### config.mk
export PLATFORM = sky130hd
export DESIGN_NAME = memory_reader
export DESIGN_NICKNAME = d
export VERILOG_FILES = /design/src/rtl/memory_reader.sv
export SDC_FILE = /design/constraint.sdc
export NUM_CORES = 1
export LEC_CHECK = 0
export ABC_AREA = 0
export CAP_MARGIN = 20
export CORE_ASPECT_RATIO = 1.2
export CORE_MARGIN = 5
export CORE_UTILIZATION = 47
export DETAILED_ROUTE_END_ITERATION = 10
export PLACE_DENSITY = 0.8
export SYNTH_ARGS = -nofsm -noshare
export SYNTH_HDL_FRONTEND = slang
export SYNTH_SLANG_ARGS = --single-unit
### constraint.sdc
create_clock -name clk -period 3.6 [get_ports clk]
set_input_delay 0.72 -clock clk [delete_from_list [all_inputs] [get_ports clk]]
set_output_delay 0.72 -clock clk [all_outputs]
set_load 0.03 [all_outputs]
### src/rtl/memory_reader.sv
// memory_reader: AXI4 read master that replays a stored frame as an
// AXI4-Stream, one INCR burst per row, one burst outstanding at a time.
module memory_reader #(
  parameter int DATA_WIDTH = 32,
  parameter int ADDR_WIDTH = 32,
  parameter int ID_WIDTH   = 4
) (
  input  logic                  clk,
  input  logic                  rst_n,
  input  logic                  frame_ready,
  input  logic [ADDR_WIDTH-1:0] base_addr_in,
  input  logic [15:0]           frame_width,
  input  logic [15:0]           frame_height,
  output logic                  busy,
  output logic                  frame_done,
  output logic                  rd_error,
  output logic [ID_WIDTH-1:0]   arid,
  output logic [ADDR_WIDTH-1:0] araddr,
  output logic [7:0]            arlen,
  output logic [2:0]            arsize,
  output logic [1:0]            arburst,
  output logic                  arvalid,
  input  logic                  arready,
  input  logic [ID_WIDTH-1:0]   rid,
  input  logic [DATA_WIDTH-1:0] rdata,
  input  logic [1:0]            rresp,
  input  logic                  rlast,
  input  logic                  rvalid,
  output logic                  rready,
  output logic [DATA_WIDTH-1:0] m_axis_tdata,
  output logic                  m_axis_tvalid,
  input  logic                  m_axis_tready,
  output logic                  m_axis_tlast,
  output logic                  m_axis_tuser
);

  localparam logic [1:0] ST_IDLE = 2'd0;
  localparam logic [1:0] ST_ADDR = 2'd1;
  localparam logic [1:0] ST_DATA = 2'd2;
  localparam logic [1:0] ST_DONE = 2'd3;

  localparam int BYTES = DATA_WIDTH / 8;
  localparam int SIZE  = $clog2(BYTES);

  logic [1:0]            state;
  logic [ADDR_WIDTH-1:0] addr;       // start address of the current row burst
  logic [7:0]            len;        // width-1, doubles as the last-beat index
  logic [15:0]           last_row;   // height-1
  logic [15:0]           row;
  logic [7:0]            beat;
  logic                  err;

  logic                  start_ok;
  logic                  in_data;
  logic                  xfer;
  logic                  row_end;
  logic [ADDR_WIDTH-1:0] stride;
  logic                  unused_inputs;

  // rid and rlast carry no control meaning; the beat counter decides row end
  assign unused_inputs = ^{rid, rlast};

  assign start_ok = frame_ready && (frame_width != 16'd0) && (frame_height != 16'd0)
                    && (frame_width <= 16'd256);
  assign in_data  = (state == ST_DATA);
  assign xfer     = in_data && rvalid && m_axis_tready;
  assign row_end  = xfer && (beat == len);
  // bytes per row; width is at most 256 so 9 bits hold it before scaling
  assign stride   = ADDR_WIDTH'({1'b0, len} + 9'd1) << SIZE;

  // Frame sequencing: accept start, issue row bursts, count beats, flag errors
  always_ff @(posedge clk or negedge rst_n) begin
    if (!rst_n) begin
      state    <= ST_IDLE;
      addr     <= '0;
      len      <= '0;
      last_row <= '0;
      row      <= '0;
      beat     <= '0;
      err      <= 1'b0;
    end else begin
      case (state)
        ST_IDLE: begin
          if (start_ok) begin
            addr     <= base_addr_in;
            len      <= 8'(frame_width - 16'd1);
            last_row <= frame_height - 16'd1;
            row      <= '0;
            beat     <= '0;
            err      <= 1'b0;
            state    <= ST_ADDR;
          end
        end
        ST_ADDR: begin
          if (arready) state <= ST_DATA;
        end
        ST_DATA: begin
          if (xfer) begin
            if (rresp != 2'b00) err <= 1'b1;
            if (row_end) begin
              beat <= '0;
              if (row == last_row) begin
                state <= ST_DONE;
              end else begin
                row   <= row + 16'd1;
                addr  <= addr + stride;
                state <= ST_ADDR;
              end
            end else begin
              beat <= beat + 8'd1;
            end
          end
        end
        default: state <= ST_IDLE;
      endcase
    end
  end

  // Address channel: fields come straight from registers, so they stay put until arready
  always_comb begin
    arid    = '0;
    araddr  = addr;
    arlen   = len;
    arsize  = 3'(SIZE);
    arburst = 2'b01;
    arvalid = (state == ST_ADDR);
  end

  // Data path: zero-latency pass-through of R beats onto the stream while in DATA
  always_comb begin
    rready        = in_data && m_axis_tready;
    m_axis_tvalid = in_data && rvalid;
    m_axis_tdata  = in_data ? rdata : '0;
    m_axis_tlast  = in_data && (beat == len);
    m_axis_tuser  = in_data && (row == 16'd0) && (beat == 8'd0);
  end

  // Status outputs
  always_comb begin
    busy       = (state == ST_ADDR) || (state == ST_DATA);
    frame_done = (state == ST_DONE);
    rd_error   = err;
  end

endmodule

==> flow_metrics.env, run 1 <==
export IMPL_clkSlewWorstSetupHoldPaths_ns=0.06
export IMPL_drive_above_1_share_pct=5.62
export IMPL_syn_inst=721
export IMPL_fin_crit_sh_pct=95.6
export IMPL_drt_iter0_markers=500
export IMPL_first_global_vias=6180
export IMPL_end_kind="register"
export IMPL_drv_cap=0
export IMPL_cts_resized=0
export IMPL_num_vias=6200
export IMPL_dieArea_um2=15300
export IMPL_tightestPinTransition_ns=0.682
export IMPL_synth_distinct_cells=76
export IMPL_hold_path_class="in2async"
export IMPL_viasPerCell=5.89
export IMPL_first_pass_iters=5
export IMPL_die_height_um=135
export IMPL_power_density_nw_per_um2=722
export IMPL_status="completed"
export IMPL_switching_share_pct=46.1
export IMPL_post_synth_top_area_cell="dfrtp_1"
export IMPL_timing_hold_ws_ns=0.267
export IMPL_async_reset_ff_share_pct=100
export IMPL_grt_pass1_wl_um=30400
export IMPL_clock_path_buffers=2
export IMPL_power_switching_mw=2.80
export IMPL_root_buffer="clkbuf_16"
export IMPL_slowest_stage="a211oi_1"
export IMPL_max_stage_delay_ns=0.57
export IMPL_postCtsSetupRepairBufs=0
export IMPL_grt_ovfl_total=0
export IMPL_port_buffers=183
export IMPL_ir_drop_mv=0.396
export IMPL_finalMaxSlewViolations=0
export IMPL_comb_power_share_pct=56.3
export IMPL_crit_path_max_fanout=7
export IMPL_p_int_mw=3.27
export IMPL_cts_tree="yes"
export IMPL_synth_warnings=0
export IMPL_cts_sinks=83
export IMPL_dieWidth_um=114
export IMPL_synth_main_ff_cell="dfrtp_1"
export IMPL_grt_max_degree=84
export IMPL_cp_required_ns=3.83
export IMPL_rows=45
export IMPL_final_hold_viol_count=0
export IMPL_max_freq_ghz=0.290
export IMPL_hpwlAfterDp_um=14000
export IMPL_synth_edf_count=0
export IMPL_cp_data_arrival_time_ns=3.67
export IMPL_ys_ff_latch=83
export IMPL_drc_errors=0
export IMPL_period_minus_slack_ns=3.44
export IMPL_cts_made_buffers=9
export IMPL_synthTopCellsByArea="dfrtp_1 (34%), nand2_1 (5.6%), xnor2_1 (4.9%)"
export IMPL_io_pins=198
export IMPL_antenna_found_initial=0
export IMPL_ys_seq_area_share_pct=34.2
export IMPL_fin_util_pct=66.4
export IMPL_setup_violations=0
export IMPL_rsz0062_at_grt="true"
export IMPL_cts_hold_buf=0
export IMPL_nFillCells=1027
export IMPL_synth_most_common_cell="nand2_1"
export IMPL_cp_common_cell="and3_1"
export IMPL_gp_congestion=0.865
export IMPL_wl_per_cell_um=17.8
export IMPL_setup_worst_path_start_class="register"
export IMPL_worstPathCellList="and3_1, nand3_1, or2_2, xnor2_1, ha_2, and4_1, o2bb2ai_1, a21oi_2, a211oi_1, and3_1, o221ai_1, nand3b_1"
export IMPL_synth_top_area_share_pct=34.2
export IMPL_p_leak_nw=3.44
export IMPL_h_tree_depth=3
export IMPL_initial_core_util_pct=48.0
export IMPL_coreArea_um2=12700
export IMPL_clkLatencyLatePin_ns=0.35
export IMPL_route_antenna_remaining_nets=0
export IMPL_final_nets=1016
export IMPL_seqPwrFrac_pct=25.9
export IMPL_maxSlewHeadroom_pct=54.3
export IMPL_routed_wirelength_um=18700
export IMPL_antenna_cells=0
export IMPL_syn_area_um2=6080
export IMPL_area_delta_synth_final_pct=38.3
export IMPL_clkPwrFrac_pct=17.8
export IMPL_syn_avg_cell_area_um2=8.43
export IMPL_worstSetupPathType="reg2reg"
export IMPL_track_usage_pct=24.2
export IMPL_ys_top_cells_by_count="nand2_1 (91), dfrtp_1 (83), o21ai_1 (44), and2_1 (37), nand3_1 (37)"
export IMPL_finalClockSkew_ns=0.00966
metal layers:
metal	wire length [um]	track usage, %
met2	9400	41.6
met4	702	12.4
met3	1610	5.29
met1	6980	28.2
met5	0	0
state kept, by name (all words and copies together), names as in the netlist:
register / flops
rd_error: 1
arlen: 8
araddr: 32
beat: 8
last_row: 16
row: 16
state: 2
path summary, 6_finish.rpt:
kind | startpoint | to | slack (ns) | cells after the start
max | arlen[0]$_DFFE_PN0P_ | araddr[25]$_DFFE_PN0P_ | 0.16 | 12
min | rst_n | araddr[14]$_DFFE_PN0P_ | 0.27 | 1
max reg2reg | arlen[0]$_DFFE_PN0P_ | araddr[25]$_DFFE_PN0P_ | 0.16 | 12
min reg2reg | rd_error$_DFFE_PN0P_ | rd_error$_DFFE_PN0P_ | 0.50 | 1
max in group asynchronous | rst_n | araddr[2]$_DFFE_PN0P_ | 2.72 | 2
min in group clk | rd_error$_DFFE_PN0P_ | rd_error$_DFFE_PN0P_ | 0.50 | 1
worst max-delay path: cells and delay by family, from the launching register on:
kind,cells,cell delay (ns)
compound gates,4,0.92
xor+xnor,1,0.15
fa+ha+maj,1,0.42
flops,1,0.48
simple gates,6,1.35
final cells by class:
type / instances / area [um^2] / share of cell area, %
Multi-Input combinational cell: 571 / 3700 / 44.0
Sequential cell: 83 / 2080 / 24.7
Timing Repair Buffer: 200 / 2010 / 24.0
Clock buffer: 12 / 246 / 2.93
Tap cell: 164 / 205 / 2.44
Clock inverter: 4 / 97.6 / 1.16
Inverter: 19 / 71.3 / 0.848
through the flow:
stage / power (mW) / std cells / worst slack, ns / TNS, ns / instance area [um^2]
floorplan: 3.65 / 728 / 0.315 / 0 / 6110
global placement: 4.84 / 1036 / 0.289 / 0 / 8020
detailed placement: 4.96 / 1036 / 0.194 / 0 / 8020
CTS: 6.07 / 1052 / 0.182 / 0 / 8370
global route: 6.44 / 1053 / -0.0145 / -0.0290 / 8410
finish: 6.07 / 1053 / 0.157 / 0 / 8410
cells by family (layout without fill, tap and decap cells):
| group | count (synthesis) | after routing | share of synthesized area [%] |
|---|---|---|---|
| flip-flops | 83 | 83 | 34.2 |
| multiplexers | 6 | 6 | 1.01 |
| buffers and inverters | 74 | 235 | 5.74 |
| AO/OA/AOI/OAI | 165 | 165 | 18.4 |
| other | 2 | 9 | 0.124 |
| adder cells (fa/ha/maj) | 23 | 23 | 4.86 |
| AND/OR/NAND/NOR | 313 | 313 | 27.8 |
| XOR/XNOR | 55 | 55 | 7.92 |
power groups by stage:
stage	sequential, mW	clock, mW	combinational (mW)
4_1_cts	1.56	1.09	3.41
3_3_place_gp	1.56	0	3.29
6_report	1.57	1.08	3.42
5_1_grt	1.62	1.14	3.68
3_5_place_dp	1.57	0	3.39
2_1_floorplan	1.79	0	1.86
cells in the final DEF, fill, tap and decap left out, types with 24 or more instances in the layout:
cell type          n
clkdlybuf4s50_1  182
nand2_1           91
dfrtp_1           83
o21ai_1           44
and2_1            37
nand3_1           37
xnor2_1           34
nor2_1            31
and3_1            24
Note: power is estimated with default switching activity, not from simulation.
==> run 2: changes to the inputs <==
Settings changed: CORE_UTILIZATION 47 to 44, CTS_BUF_LIST from default to sky130_fd_sc_hd__clkbuf_8, PLACE_DENSITY 0.8 to 0.79.
Clock period 3.6 ns to 2.9 ns, I/O delays scaled along.
==> flow_metrics.env, run 2 (same netlist as run 1, synthesis figures left out) <==
export IMPL_cts_sinks=83
export IMPL_clock_path_buffers=2
export IMPL_antenna_cells=0
export IMPL_finalMaxSlewViolations=0
export IMPL_die_height_um=139
export IMPL_first_pass_iters=7
export IMPL_setup_slack_ns=-0.0482
export IMPL_period_minus_slack_ns=2.95
export IMPL_final_hold_viol_count=0
export IMPL_end_kind="register"
export IMPL_final_nets=1087
export IMPL_largest_reg_flops=32
export IMPL_crit_path_max_fanout=4
export IMPL_routed_wirelength_um=18100
export IMPL_final_cell_mix="clkdlybuf4s50_1 (172), nand2_1 (90), buf_4 (84)"
export IMPL_cts_made_buffers=9
export IMPL_setup_violations=2
export IMPL_clkLatencyLatePin_ns=0.36
export IMPL_worstSetupPathType="reg2reg"
export IMPL_maxSlewHeadroom_pct=62.5
export IMPL_rows=47
export IMPL_hold_path_class="in2async"
export IMPL_power_density_nw_per_um2=839
export IMPL_grt_max_degree=49
export IMPL_cp_required_ns=3.20
export IMPL_drc_errors=0
export IMPL_dieArea_um2=16300
export IMPL_final_area_um2=8910
export IMPL_dieWidth_um=117
export IMPL_ir_drop_mv=0.543
export IMPL_placedInstanceArea_um2=8630
export IMPL_fin_crit_sh_pct=102
export IMPL_viasPerCell=5.49
export IMPL_grt_pass1_wl_um=28900
export IMPL_max_freq_ghz=0.339
export IMPL_mostFrequentLayoutCell="clkdlybuf4s50_1"
export IMPL_finalClockSkew_ns=0.0125
export IMPL_drv_cap=0
export IMPL_tightestPinTransition_ns=0.562
export IMPL_drive_above_1_share_pct=15.2
export IMPL_area_delta_synth_final_pct=46.5
export IMPL_num_vias=6214
export IMPL_setup_worst_path_start_class="register"
export IMPL_initial_core_util_pct=44.4
export IMPL_root_buffer="clkbuf_8"
export IMPL_drt_iter0_markers=440
export IMPL_coreArea_um2=13700
export IMPL_p_leak_nw=3.81
export IMPL_timing_hold_ws_ns=0.201
export IMPL_io_pins=198
export IMPL_track_usage_pct=21.2
export IMPL_hpwlAfterDp_um=14000
export IMPL_h_tree_depth=3
export IMPL_first_global_vias=5788
export IMPL_route_antenna_remaining_nets=0
export IMPL_wl_per_cell_um=16.0
export IMPL_gp_congestion=0.890
export IMPL_clkSlewWorstSetupHoldPaths_ns=0.09
export IMPL_violations="setup timing"
export IMPL_antenna_found_initial=0
export IMPL_finalSetupTns_ns=-0.0869
export IMPL_cts_hold_buf=0
export IMPL_cp_data_arrival_time_ns=3.25
export IMPL_port_buffers=183
export IMPL_rsz0062_at_grt="true"
export IMPL_status="complete, but fails checks"
export IMPL_cts_tree="yes"
export IMPL_grt_ovfl_total=0
==> run 2: changes by cell type in the layout (fill, tap and decap cells not counted), sizes merged, moves of 3 or more <==
cell           before  now
buf                18   94
clkdlybuf4s50     182  172
bufinv              3    0
clkbuf             12    9
clkinvlp            1    4
dlymetal6s2s        0    3
==> run 2: critical path, stage by stage, from the launching register on <==
cell and delay, ns:
dfrtp_2 0.39, ha_1 0.17, nand3_1 0.11, buf_4 0.16, xnor2_1 0.13, ha_1 0.34
o21ai_1 0.13, o21ai_2 0.25, a311oi_2 0.15, nor3b_2 0.24, or4b_1 0.45, o2bb2a_1 0.29
nand3_1 0.07
==> run 2: metal layers <==
| metal | GRT usage, % | wire length, um | vias to the layer above |
|---|---|---|---|
| met2 | 36.9 | 9040 | 227 |
| met1 | 26.2 | 7490 | 2906 |
| li1 | - | - | 3053 |
| met4 | 6.96 | 434 | 0 |
| met5 | 0 | 0 | - |
| met3 | 4.28 | 1090 | 28 |
==> run 2: through the flow <==
step	instances	power, mW	setup WS [ns]	utilization, %
3_3_place_gp	1110	6.55	-0.160	63.0
3_5_place_dp	1110	6.64	-0.176	63.0
5_1_grt	1131	7.94	-0.185	65.0
6_report	1131	7.47	-0.0482	65.0
4_1_cts	1127	7.42	-0.0307	64.4
2_1_floorplan	728	4.56	-0.114	-
==> run 2: final timing paths <==
kind                       slack (ns)                 endpoint                  from  depth (start not counted)
max                             -0.05   araddr[18]$_DFFE_PN0P_  arlen[0]$_DFFE_PN0P_                         12
min                              0.20    araddr[0]$_DFFE_PN0P_                 rst_n                          1
max reg2reg                     -0.05   araddr[18]$_DFFE_PN0P_  arlen[0]$_DFFE_PN0P_                         12
min reg2reg                      0.50     rd_error$_DFFE_PN0P_  rd_error$_DFFE_PN0P_                          1
max in group asynchronous        2.06  last_row[9]$_DFFE_PN0P_                 rst_n                          2
min in group clk                 0.50     rd_error$_DFFE_PN0P_  rd_error$_DFFE_PN0P_                          1
==> run 2: layout make-up <==
type	instances	area (um^2)
multi-input cells	571	3780
fillers	1168	4790
clock buffers	9	124
inverters	19	71.3
well taps	171	214
flip-flops and latches	83	2080
clock inverters	7	52.6
repair buffers	271	2590
==> run 2: timing repair <==
item	CTS	global route
setup endpoints to repair	4	38
endpoints found under the hold margin	0	0
setup buffers	1	4
gates resized for setup	3	15
pin swaps	2	5
==> run 2: where the power goes <==
group          switching [mW]  total, mW  internal, mW
combinational            2.65       4.77          2.12
sequential              0.450       1.93          1.48
clock                   0.463      0.777         0.314
==> run 3: changes to the inputs <==
Settings changed: CORE_MARGIN 5 to default.
==> flow_metrics.env, run 3 (same netlist as run 1, synthesis figures left out) <==
export IMPL_status="complete, but fails checks"
export IMPL_violations="setup timing"
export IMPL_final_nets=1095
export IMPL_end_kind="register"
export IMPL_wl_per_cell_um=16.6
export IMPL_hold_path_class="in2async"
export IMPL_max_stage_delay_ns=0.39
export IMPL_setup_slack_ns=-0.100
export IMPL_reg2regPathDepth=13
export IMPL_use_met2_pct=46.7
export IMPL_p_int_mw=4.08
export IMPL_rr_startpoint="arlen[1]$_DFFE_PN0P_"
export IMPL_mostFrequentLayoutCell="clkdlybuf4s50_1"
export IMPL_power_switching_mw=3.60
export IMPL_ir_drop_mv=0.532
export IMPL_dieWidth_um=109
export IMPL_p_leak_nw=4.31
export IMPL_crit_path_start="arlen[1]$_DFFE_PN0P_"
export IMPL_viasPerCell=5.70
export IMPL_coreArea_um2=13400
export IMPL_setup_worst_path_start_class="register"
export IMPL_rsz0062_at_grt="true"
export IMPL_antenna_cells=0
export IMPL_rows=46
export IMPL_power_density_nw_per_um2=838
export IMPL_antenna_found_initial=0
export IMPL_first_pass_iters=5
export IMPL_cp_required_ns=3.17
export IMPL_cts_sinks=83
export IMPL_area_delta_synth_final_pct=50.7
export IMPL_h_tree_depth=3
export IMPL_initial_core_util_pct=45.5
export IMPL_r2r_setup_slack_ns=-0.10
export IMPL_num_vias=6477
export IMPL_port_buffers=183
export IMPL_placedInstanceArea_um2=8600
export IMPL_setup_violations=3
export IMPL_slowest_stage="dfrtp_2"
export IMPL_cts_hold_buf=0
export IMPL_hpwlAfterDp_um=13900
export IMPL_switching_share_pct=46.8
export IMPL_final_area_um2=9170
export IMPL_maxSlewHeadroom_pct=56.3
export IMPL_die_height_um=131
export IMPL_drv_cap=0
export IMPL_dieArea_um2=14300
export IMPL_grt_pass1_wl_um=28600
export IMPL_largest_reg_flops=32
export IMPL_track_usage_pct=25.9
export IMPL_cts_tree="yes"
export IMPL_grt_max_degree=45
export IMPL_path_buf_inv=1
export IMPL_path_delay_family="compound AO/OA/AOI/OAI gates"
export IMPL_cts_made_buffers=9
export IMPL_busiest_layer="met2"
export IMPL_crit_path_max_fanout=3
export IMPL_period_minus_slack_ns=3.00
export IMPL_final_hold_viol_count=0
export IMPL_tightestPinTransition_ns=0.654
export IMPL_worstSetupPathType="reg2reg"
export IMPL_nFillCells=1069
export IMPL_clkSlewWorstSetupHoldPaths_ns=0.09
export IMPL_io_pins=198
export IMPL_max_freq_ghz=0.333
export IMPL_dp_cells=1108
export IMPL_timing_hold_ws_ns=0.205
export IMPL_clkPwrFrac_pct=12.6
export IMPL_root_buffer="clkbuf_8"
export IMPL_drt_iter0_markers=394
export IMPL_drc_errors=0
export IMPL_r2r_end="araddr[31]$_DFFE_PN0P_"
export IMPL_clock_path_buffers=2
export IMPL_seqPwrFrac_pct=25.4
export IMPL_critical_path_depth=13
export IMPL_drive_above_1_share_pct=17.5
export IMPL_gp_congestion=0.897
export IMPL_finalClockSkew_ns=0.0111
export IMPL_finalMaxSlewViolations=0
export IMPL_clkLatencyLatePin_ns=0.38
export IMPL_final_cell_mix="clkdlybuf4s50_1 (148), buf_4 (93), nand2_1 (88)"
export IMPL_grt_ovfl_total=0
export IMPL_route_antenna_remaining_nets=0
export IMPL_comb_power_share_pct=62.0
export IMPL_fin_cells=1136
export IMPL_finalSetupTns_ns=-0.164
export IMPL_first_global_vias=6026
export IMPL_use_met1_pct=30.0
export IMPL_use_met3_pct=4.56
export IMPL_worstPathCellList="and3_4, nand3_2, or2_4, xnor2_2, ha_1, and4_4, o2bb2ai_4, a21oi_4, a2111oi_4, buf_4, nand3_4, a21o_1, a211o_1"
export IMPL_cp_data_arrival_time_ns=3.27
export IMPL_crit_end="araddr[31]$_DFFE_PN0P_"
export IMPL_routed_wirelength_um=18900
export IMPL_fin_crit_sh_pct=103
==> run 3: power groups by stage <==
stage                     sequential, mW  combinational, mW  clock, mW
after floorplan                     2.22               2.34          0
after global placement              1.93               4.52          0
after detailed placement            1.94               4.59          0
after CTS                           1.92               4.63      0.978
after global routing                2.00               5.13       1.03
final                               1.95               4.76      0.968
==> run 3: worst min path at each step <==
| stage | from | end | slack, ns | depth (start not counted) |
|---|---|---|---|---|
| 3_3_place_gp | rd_error$_DFFE_PN0P_ | rd_error$_DFFE_PN0P_ | 0.48 | 1 |
| 3_5_place_dp | rd_error$_DFFE_PN0P_ | rd_error$_DFFE_PN0P_ | 0.49 | 1 |
| 4_1_cts | rst_n | arlen[3]$_DFFE_PN0P_ | 0.23 | 1 |
| 2_1_floorplan | rst_n | araddr[0]$_DFFE_PN0P_ | 0.28 | 0 |
| 6_report | rst_n | arlen[3]$_DFFE_PN0P_ | 0.20 | 1 |
| 5_1_grt | rst_n | arlen[3]$_DFFE_PN0P_ | 0.24 | 1 |
==> run 3: through the flow <==
step           total power [mW]  util, %  setup WS (ns)
6_report                   7.68     68.6         -0.100
2_1_floorplan              4.56        -         -0.114
3_3_place_gp               6.45     64.4         -0.121
3_5_place_dp               6.53     64.4         -0.241
4_1_cts                    7.53     66.8        0.00276
5_1_grt                    8.17     68.6         -0.194
==> run 3: cell type report <==
class,instances,area (um^2),area share (%)
multi-input cells,571,3890,42.5
repair buffers,279,2680,29.3
flip-flops and latches,83,2080,22.7
well taps,168,210,2.29
clock buffers,11,151,1.65
clock inverters,5,75.1,0.819
inverters,19,71.3,0.778
==> run 3: worst register-to-register path: cells and delay by family (launching register included) <==
family / cells / cell delay (ns)
flops: 1 / 0.39
xor+xnor: 1 / 0.13
fa+ha+maj: 1 / 0.32
simple gates: 5 / 0.88
buf+inv: 1 / 0.20
compound gates: 5 / 0.99
==> run 3: per-layer routing <==
layer  vias up  wire length [um]
met1      3049              7130
met4         0               602
met5         -                 0
met2       307              9600
li1       3075                 -
met3        46              1550
==> run 3: timing repair <==
action / CTS / global route
setup buffers: 7 / 6
endpoints found under the setup margin: 9 / 47
cloned: 0 / 0
pin swaps: 8 / 17
resized for setup: 10 / 57
